$ cat src/rtl/wb_sub_tx_fifo.sv
// Wishbone classic slave on the "sub" submap port: writes push words into a
// first-word-fall-through FIFO drained by a valid/ready stream; reads return status.
module wb_sub_tx_fifo #(
   parameter int DEPTH_LOG2 = 4
) (
   input  logic        clk_i,
   input  logic        rst_n_i,
   input  logic        wb_cyc_i,
   input  logic        wb_stb_i,
   input  logic [3:0]  wb_sel_i,
   input  logic        wb_we_i,
   input  logic [31:0] wb_dat_i,
   output logic        wb_ack_o,
   output logic        wb_err_o,
   output logic        wb_rty_o,
   output logic        wb_stall_o,
   output logic [31:0] wb_dat_o,
   output logic [31:0] out_data_o,
   output logic        out_valid_o,
   input  logic        out_ready_i
);

   localparam int DEPTH = 2 ** DEPTH_LOG2;
   localparam logic [DEPTH_LOG2:0] LVL_FULL = (DEPTH_LOG2+1)'(DEPTH);

   logic [31:0]           mem [DEPTH];
   logic [DEPTH_LOG2-1:0] wr_ptr, rd_ptr;
   logic [DEPTH_LOG2:0]   level;
   logic                  overflow;

   logic        acc, wr_acc, rd_acc, full, empty, pop, push;
   logic [31:0] wdata, status;

   always_comb begin
      acc    = wb_cyc_i & wb_stb_i & ~wb_ack_o;
      wr_acc = acc & wb_we_i;
      rd_acc = acc & ~wb_we_i;
      full   = (level == LVL_FULL);
      empty  = (level == '0);
      pop    = ~empty & out_ready_i;
      // a pop at the same edge frees the slot, so a full FIFO can still accept
      push   = wr_acc & (~full | pop);
      wdata  = '0;
      for (int b = 0; b < 4; b++)
         wdata[8*b +: 8] = wb_sel_i[b] ? wb_dat_i[8*b +: 8] : 8'h00;
      status = {overflow, full, empty, 13'd0, 16'(level)};
   end

   assign out_valid_o = ~empty;
   assign out_data_o  = empty ? '0 : mem[rd_ptr];
   assign wb_stall_o  = ~wb_ack_o & wb_cyc_i & wb_stb_i;
   assign wb_err_o    = 1'b0;
   assign wb_rty_o    = 1'b0;

   always_ff @(posedge clk_i)
      if (push) mem[wr_ptr] <= wdata;

   always_ff @(posedge clk_i or negedge rst_n_i) begin
      if (!rst_n_i) begin
         wb_ack_o <= 1'b0;
         wb_dat_o <= '0;
         wr_ptr   <= '0;
         rd_ptr   <= '0;
         level    <= '0;
         overflow <= 1'b0;
      end else begin
         wb_ack_o <= acc;
         if (rd_acc) begin
            wb_dat_o <= status;
            overflow <= 1'b0;
         end else if (wr_acc && !push) begin
            overflow <= 1'b1;
         end
         if (push) wr_ptr <= wr_ptr + DEPTH_LOG2'(1);
         if (pop)  rd_ptr <= rd_ptr + DEPTH_LOG2'(1);
         case ({push, pop})
            2'b10:   level <= level + (DEPTH_LOG2+1)'(1);
            2'b01:   level <= level - (DEPTH_LOG2+1)'(1);
            default: level <= level;
         endcase
      end
   end

endmodule

$ cat config.mk
export PLATFORM = sky130hd
export DESIGN_NAME = wb_sub_tx_fifo
export DESIGN_NICKNAME = d
export VERILOG_FILES = /design/src/rtl/wb_sub_tx_fifo.sv
export SDC_FILE = /design/constraint.sdc
export NUM_CORES = 1
export LEC_CHECK = 0
export ABC_AREA = 0
export CELL_PAD_IN_SITES_DETAIL_PLACEMENT = 0
export CELL_PAD_IN_SITES_GLOBAL_PLACEMENT = 1
export CORE_UTILIZATION = 40
export DETAILED_ROUTE_END_ITERATION = 8
export GPL_TIMING_DRIVEN = 1
export PLACE_DENSITY_LB_ADDON = 0.1
export REMOVE_ABC_BUFFERS = 1
export SLEW_MARGIN = 20
export SYNTH_ARGS = -nofsm -noshare
export SYNTH_HDL_FRONTEND = slang
export SYNTH_SLANG_ARGS = --single-unit
$ cat constraint.sdc
create_clock -name clk_i -period 3.1 [get_ports clk_i]
set_input_delay 0.62 -clock clk_i [delete_from_list [all_inputs] [get_ports clk_i]]
set_output_delay 0.62 -clock clk_i [all_outputs]
set_load 0.05 [all_outputs]
==> results of run 1 <==
repair_timing:
action                     4_1_cts  5_1_grt
pin swaps                        9        7
cloned                          11        3
buffers inserted                 7        3
resized for setup               42       20
setup endpoints to repair       33       33
layout make-up:
cell class / instances / area, µm²
clock buffer: 64 / 1463
clock inverter: 40 / 365.4
fill: 4225 / 25750
inverter: 6 / 22.52
multi-input combinational: 376 / 4895
sequential: 535 / 15960
tap: 680 / 850.8
timing repair buffer: 167 / 2203
layout by cell type (no fill, tap or decap), types with 7 or more instances in the layout:
| cell | count |
|---|---|
| buf_12 | 34 |
| clkbuf_16 | 60 |
| and2_2 | 8 |
| conb_1 | 26 |
| xnor2_1 | 9 |
| bufinv_16 | 7 |
| buf_6 | 9 |
| buf_4 | 54 |
| clkinv_1 | 16 |
| and2_1 | 32 |
| dfrtp_1 | 20 |
| nand2_1 | 17 |
| edfxtp_1 | 512 |
| clkdlybuf4s50_1 | 50 |
| clkinv_2 | 15 |
| o22ai_1 | 18 |
| mux2i_1 | 53 |
| o22ai_2 | 14 |
| ha_1 | 8 |
| mux4_2 | 128 |
| buf_16 | 15 |
| mux2i_2 | 9 |
power by group:
part	total [mW]	internal (mW)	switching [mW]
Combinational	9.35	4.29	5.06
Clock	6.69	3.95	2.75
Sequential	8.47	8.19	0.280
Total	24.5	16.4	8.09
registers in the layout, summed over array words and instances, names as in the netlist:
name and count:
mem 512, wb_dat_o 8, level 5, rd_ptr 4, wr_ptr 4, overflow 1
wb_ack_o 1
metrics by stage:
stage | utilization | hold slack (ns) | std cells | setup TNS [ns] | power, mW
global placement | 0.4501 | 0.4665 | 1740 | 0 | 16.74
CTS | 0.4966 | 0.4751 | 1862 | -3.011 | 24.56
detailed placement | 0.4501 | 0.4707 | 1740 | -0.02811 | 16.75
finish | 0.5001 | 0.4691 | 1868 | -1.188 | 24.51
floorplan | - | 0.3244 | 917 | -139.80 | 13.77
global route | 0.5001 | 0.4727 | 1868 | -3.991 | 25.50
synth_stat cells (2+ instances only):
library cell  count
a21oi_1           2
and2_1           40
and3_1            4
and3b_1           2
and4_1            4
buf_1             7
buf_2            12
buf_4            26
buf_6             2
clkbuf_1         25
dfrtp_1          23
edfxtp_1        512
ha_1              8
inv_1             6
mux2_2            3
mux2i_1          65
mux4_2          128
nand2_1          18
nand2b_1          4
nand4_1           2
nor2_1            3
nor2b_1           2
o21a_1            2
o21ai_0           6
o22ai_1          32
xnor2_1           9
cells by family (layout without fill, tap and decap cells):
logic type                 count (synthesis)  after routing  synth area share
and+or+nand+nor                           85             85           0.02398
AOI/OAI and AO/OA                         51             51           0.01581
DFF                                      535            535            0.7604
adders and majority gates                  9              9          0.005727
buffers and inverters                     78            277           0.02004
other                                      1             26         0.0001788
xor gates and xnor gates                   9              9          0.003758
muxes                                    196            196            0.1701
per-layer routing:
layer | up-vias | track usage
li1 | 4331 | -
met1 | 5368 | 0.2586
met2 | 208 | 0.3071
met3 | 82 | 0.02866
met4 | 4 | 0.05650
met5 | - | 0
how the worst max path moves through the flow:
| stage | from | endpoint |
|---|---|---|
| floorplan | rd_ptr[0]$_DFFE_PN0P_ | out_data_o[0] |
| global placement | wb_stb_i | level[4]$_DFFE_PN0P_ |
| detailed placement | wb_stb_i | level[4]$_DFFE_PN0P_ |
| CTS | rd_ptr[0]$_DFFE_PN0P_ | out_data_o[18] |
| global route | rd_ptr[0]$_DFFE_PN0P_ | out_data_o[29] |
| finish | rd_ptr[0]$_DFFE_PN0P_ | out_data_o[25] |
==> results.py, run 1 <==
metrics = {
    "placed_design": {
        "port_buffers": 84,
        "dp_hpwl_um": 27000,
        "gp_congestion": 0.6992,
        "placed_area_um2": 23180,
        "pre_cts_ws_ns": -0.02811,
    },
    "pwr": {
        "powerDensity_nw_per_um2": 951.6,
        "peakVddDrop_v": 0.0007494,
        "p_leak_nw": 8.672,
    },
    "detailed_routing": {
        "antenna_left": 0,
        "vias_per_cell": 5.350,
        "wl_um": 48340,
        "routed.top_layer": "met5",
        "via_count": 9993,
        "wl_met3_um": 1792,
        "wl_met1_um": 21390,
        "drcViolationCount": 0,
        "wl_met2_um": 23930,
        "drt_pre_antenna_iters": 5,
        "post_drt_wl_per_cell_um": 25.88,
        "drtIter0Drc": 663,
    },
    "cts": {
        "cts-root-buf": "clkbuf_16",
        "cts_tree": "yes",
        "htreeDepth": 2,
        "hold_buffers": 0,
        "cts_sinks": 535,
        "cts_buffers": 56,
        "cts_buffer_depth": 3,
        "path_clk_slew_ns": 0.06,
        "clk_latency_ns": 0.60,
    },
    "timing": {
        "skew_ns": 0.01620,
        "finalHoldViolCount": 0,
        "fin_ws_ns": -0.08133,
        "fin_crit_ns": 3.181,
        "worst_pin_slew_ns": 0.7687,
        "rsz0062_at_grt": "yes",
        "fmax_mhz": 314.3,
        "timing.final.crit_share": 1.026,
        "finalMaxSlewViolations": 0,
        "setup_viol": 30,
        "maxSlewHeadroom": 0.4860,
    },
    "status": {
        "status": "finished with violations",
        "violations": "negative setup slack",
    },
    "floorplanning": {
        "die-height_um": 231.0,
        "start_util": 0.4072,
        "core_area_um2": 51510,
        "die_area_um2": 53360,
        "fp.dieW_um": 231.0,
        "fp-row-count": 83,
        "ios": 111,
    },
    "setup_path": {
        "startpoint_type": "register",
        "critical_path.most_common_cell": "buf_12",
        "path_cells": "buf_12, buf_12, buf_16, mux4_2, mux2i_1, o22ai_1, buf_4",
        "path_class": "reg2out",
        "reg2reg_slack_ns": 0.15,
        "r2r_cells": 9,
        "arrival_ns": 2.56,
        "crit_buf_inv": 4,
        "critical-path-top-delay-family": "multiplexers",
        "cp-end-kind": "output pin",
        "reg2reg_to": "level[4]$_DFFE_PN0P_",
        "slowest_delay_ns": 0.54,
        "timing.rr.start": "level[0]$_DFFE_PN0P_",
        "crit_path_top_delay_cell": "mux4_2",
        "worst-path-stages": 7,
        "crit_fanout": 6,
        "crit_required_ns": 2.48,
    },
    "logic_synthesis": {
        "synth_ff_type": "edfxtp_1",
        "yosysWarnings": 0,
        "synth_area_um2": 20980,
        "synthTopCellsByArea": "edfxtp_1 (73%), mux4_2 (14%), mux2i_1 (3.1%)",
        "synth_area_per_cell_um2": 21.76,
        "synth_seq_area_share": 0.7604,
        "synth.top_cell.area_share": 0.7330,
        "ys_types": 43,
        "synth_async_sr_flop_share": 0.04299,
        "synth_cells": 964,
        "yosys_register_bits": 535,
        "synth_top_area_cell": "edfxtp_1",
        "synth_edf_count": 512,
    },
    "grt": {
        "grt_pass1_wl_um": 71720,
        "antenna_found_initial": 1,
        "first_global_vias": 10660,
        "grt_max_degree": 39,
        "overflow": 0,
        "grt_use_total": 0.1873,
    },
    "final_layout": {
        "area_delta_synth_final_pct": 22.82,
        "drive_above_1_share": 0.3190,
        "stdcell_area_um2": 25760,
        "diodes": 0,
        "nets": 1193,
    },
    "worst_hold_path": {
        "hold_path_class": "in2async",
    },
    "flow_run": {
        "max_cap_viol_count": 0,
    },
}
No activity file was read; power rests on OpenSTA's default activity.
==> run 2: changes to the inputs <==
==> constraint.sdc (replaced) <==
create_clock -name clk_i -period 3.1 [get_ports clk_i]
set_input_delay 0.465 -clock clk_i [delete_from_list [all_inputs] [get_ports clk_i]]
set_output_delay 0.465 -clock clk_i [all_outputs]
set_load 0.05 [all_outputs]
==> results.py, run 2 (synthesized netlist as in run 1, its figures left out) <==
metrics = {
    "status": {
        "status": "completed",
    },
    "final_layout": {
        "regMostFlops": "mem",
        "drive_above_1_share": 0.3000,
        "nets": 1195,
        "diodes": 0,
        "stdcell_area_um2": 25400,
        "fillers": 4297,
        "largest_reg_flops": 512,
        "area_delta_synth_final_pct": 21.12,
        "final_cell_mix": "edfxtp_1 (512), mux4_2 (128), buf_4 (72), mux2i_1 (60), clkbuf_16 (59)",
        "final_common_cell": "edfxtp_1",
        "largest_registers": "mem: 512 flops, wb_dat_o: 8 flops, level: 5 flops",
    },
    "timing": {
        "skew_ns": 0.01439,
        "timing.final.crit_share": 0.9775,
        "rsz0062_at_grt": "yes",
        "maxSlewHeadroom": 0.5502,
        "finalHoldViolCount": 0,
        "fmax_mhz": 330.0,
        "fin_crit_ns": 3.030,
        "finalMaxSlewViolations": 0,
        "setup_viol": 0,
        "worst_pin_slew_ns": 0.6726,
        "setup_tns_ns": 0,
    },
    "worst_hold_path": {
        "hold_path_class": "in2async",
    },
    "grt": {
        "overflow": 0,
        "antenna_found_initial": 0,
        "grt_pass1_wl_um": 69470,
        "first_global_vias": 10350,
        "grt_use_total": 0.1811,
        "grt_max_degree": 49,
    },
    "pwr": {
        "p_total_mw": 23.79,
        "powerDensity_nw_per_um2": 936.6,
        "peakVddDrop_v": 0.0007074,
        "p_leak_nw": 8.544,
    },
    "setup_path": {
        "path_class": "reg2out",
        "crit_required_ns": 2.63,
        "path_cells": "buf_12, buf_16, buf_4, mux4_2, mux2i_1, o22ai_1, buf_4",
        "cp-end-kind": "output pin",
        "crit_buf_inv": 4,
        "slowest_delay_ns": 0.52,
        "crit_path_top_delay_cell": "dfrtp_4",
        "arrival_ns": 2.57,
        "critical_path.most_common_cell": "buf_4",
        "critical-path-top-delay-family": "buffers and inverters",
        "startpoint_type": "register",
        "timing.rr.start": "level[0]$_DFFE_PN0P_",
        "crit_start": "rd_ptr[0]$_DFFE_PN0P_",
        "crit_fanout": 17,
    },
    "floorplanning": {
        "die_area_um2": 53360,
        "core_area_um2": 51510,
        "fp.dieW_um": 231.0,
        "ios": 111,
        "die-height_um": 231.0,
        "start_util": 0.4072,
        "fp-row-count": 83,
    },
    "detailed_routing": {
        "vias_per_cell": 5.258,
        "antenna_left": 0,
        "drtIter0Drc": 750,
        "drt_pre_antenna_iters": 4,
        "via_count": 9832,
        "post_drt_wl_per_cell_um": 25.27,
        "drcViolationCount": 0,
        "wl_um": 47250,
    },
    "cts": {
        "path_clk_slew_ns": 0.06,
        "hold_buffers": 0,
        "cts_buffers": 57,
        "htreeDepth": 2,
        "clk_latency_ns": 0.60,
        "cts_sinks": 535,
        "cts_tree": "yes",
        "cts_buffer_depth": 3,
        "cts-root-buf": "clkbuf_16",
    },
    "placed_design": {
        "port_buffers": 84,
        "gp_congestion": 0.7166,
        "placed_area_um2": 23110,
        "dp_hpwl_um": 27020,
    },
    "flow_run": {
        "max_cap_viol_count": 0,
    },
}
-- run 2: layout make-up --
class | count | area [µm²] | share of cell area
clock buffers | 73 | 1508 | 0.05935
clock inverters | 32 | 297.8 | 0.01172
inverters | 6 | 22.52 | 0.0008865
multi-input cells | 376 | 4802 | 0.1890
flip-flops and latches | 535 | 15960 | 0.6283
well taps | 680 | 850.8 | 0.03349
repair buffers | 168 | 1962 | 0.07723
-- run 2: power breakdown --
| group | switching (mW) | internal (mW) |
|---|---|---|
| Combinational | 4.83 | 3.94 |
| Clock | 2.74 | 3.84 |
| Sequential | 0.256 | 8.19 |
| Total | 7.82 | 16.0 |
-- run 2: path summary, 6_finish.rpt --
check	to	slack [ns]	cells past startpoint
min in group clk_i	wb_dat_o[31]$_DFFE_PN0P_	0.48	2
min	level[0]$_DFFE_PN0P_	0.27	1
max	out_data_o[30]	0.07	7
max reg2reg	level[4]$_DFFE_PN0P_	0.18	9
max in group asynchronous	wr_ptr[3]$_DFFE_PN0P_	2.21	2
min reg2reg	wb_dat_o[31]$_DFFE_PN0P_	0.48	2
-- run 2: routing by layer --
metal	global-route usage	routed length (µm)
met1	0.2584	21900
met2	0.2929	22900
met3	0.02631	1648
met4	0.04574	800
met5	0	0
-- run 2: through the flow --
stage | cells | hold slack, ns | util | worst slack (ns)
global placement | 1737 | 0.4597 | 0.4487 | 0.09501
detailed placement | 1737 | 0.4663 | 0.4487 | 0.1026
CTS | 1859 | 0.2606 | 0.4904 | 0.006273
floorplan | 917 | 0.1694 | - | -3.895
global route | 1870 | 0.3237 | 0.4932 | -0.03011
finish | 1870 | 0.2692 | 0.4932 | 0.06984
-- run 2: what timing repair did --
item	4_1_cts	5_1_grt
pin swaps	2	1
setup buffers	14	10
endpoints found under the setup margin	33	17
gates cloned	4	1
gates resized for setup	16	8
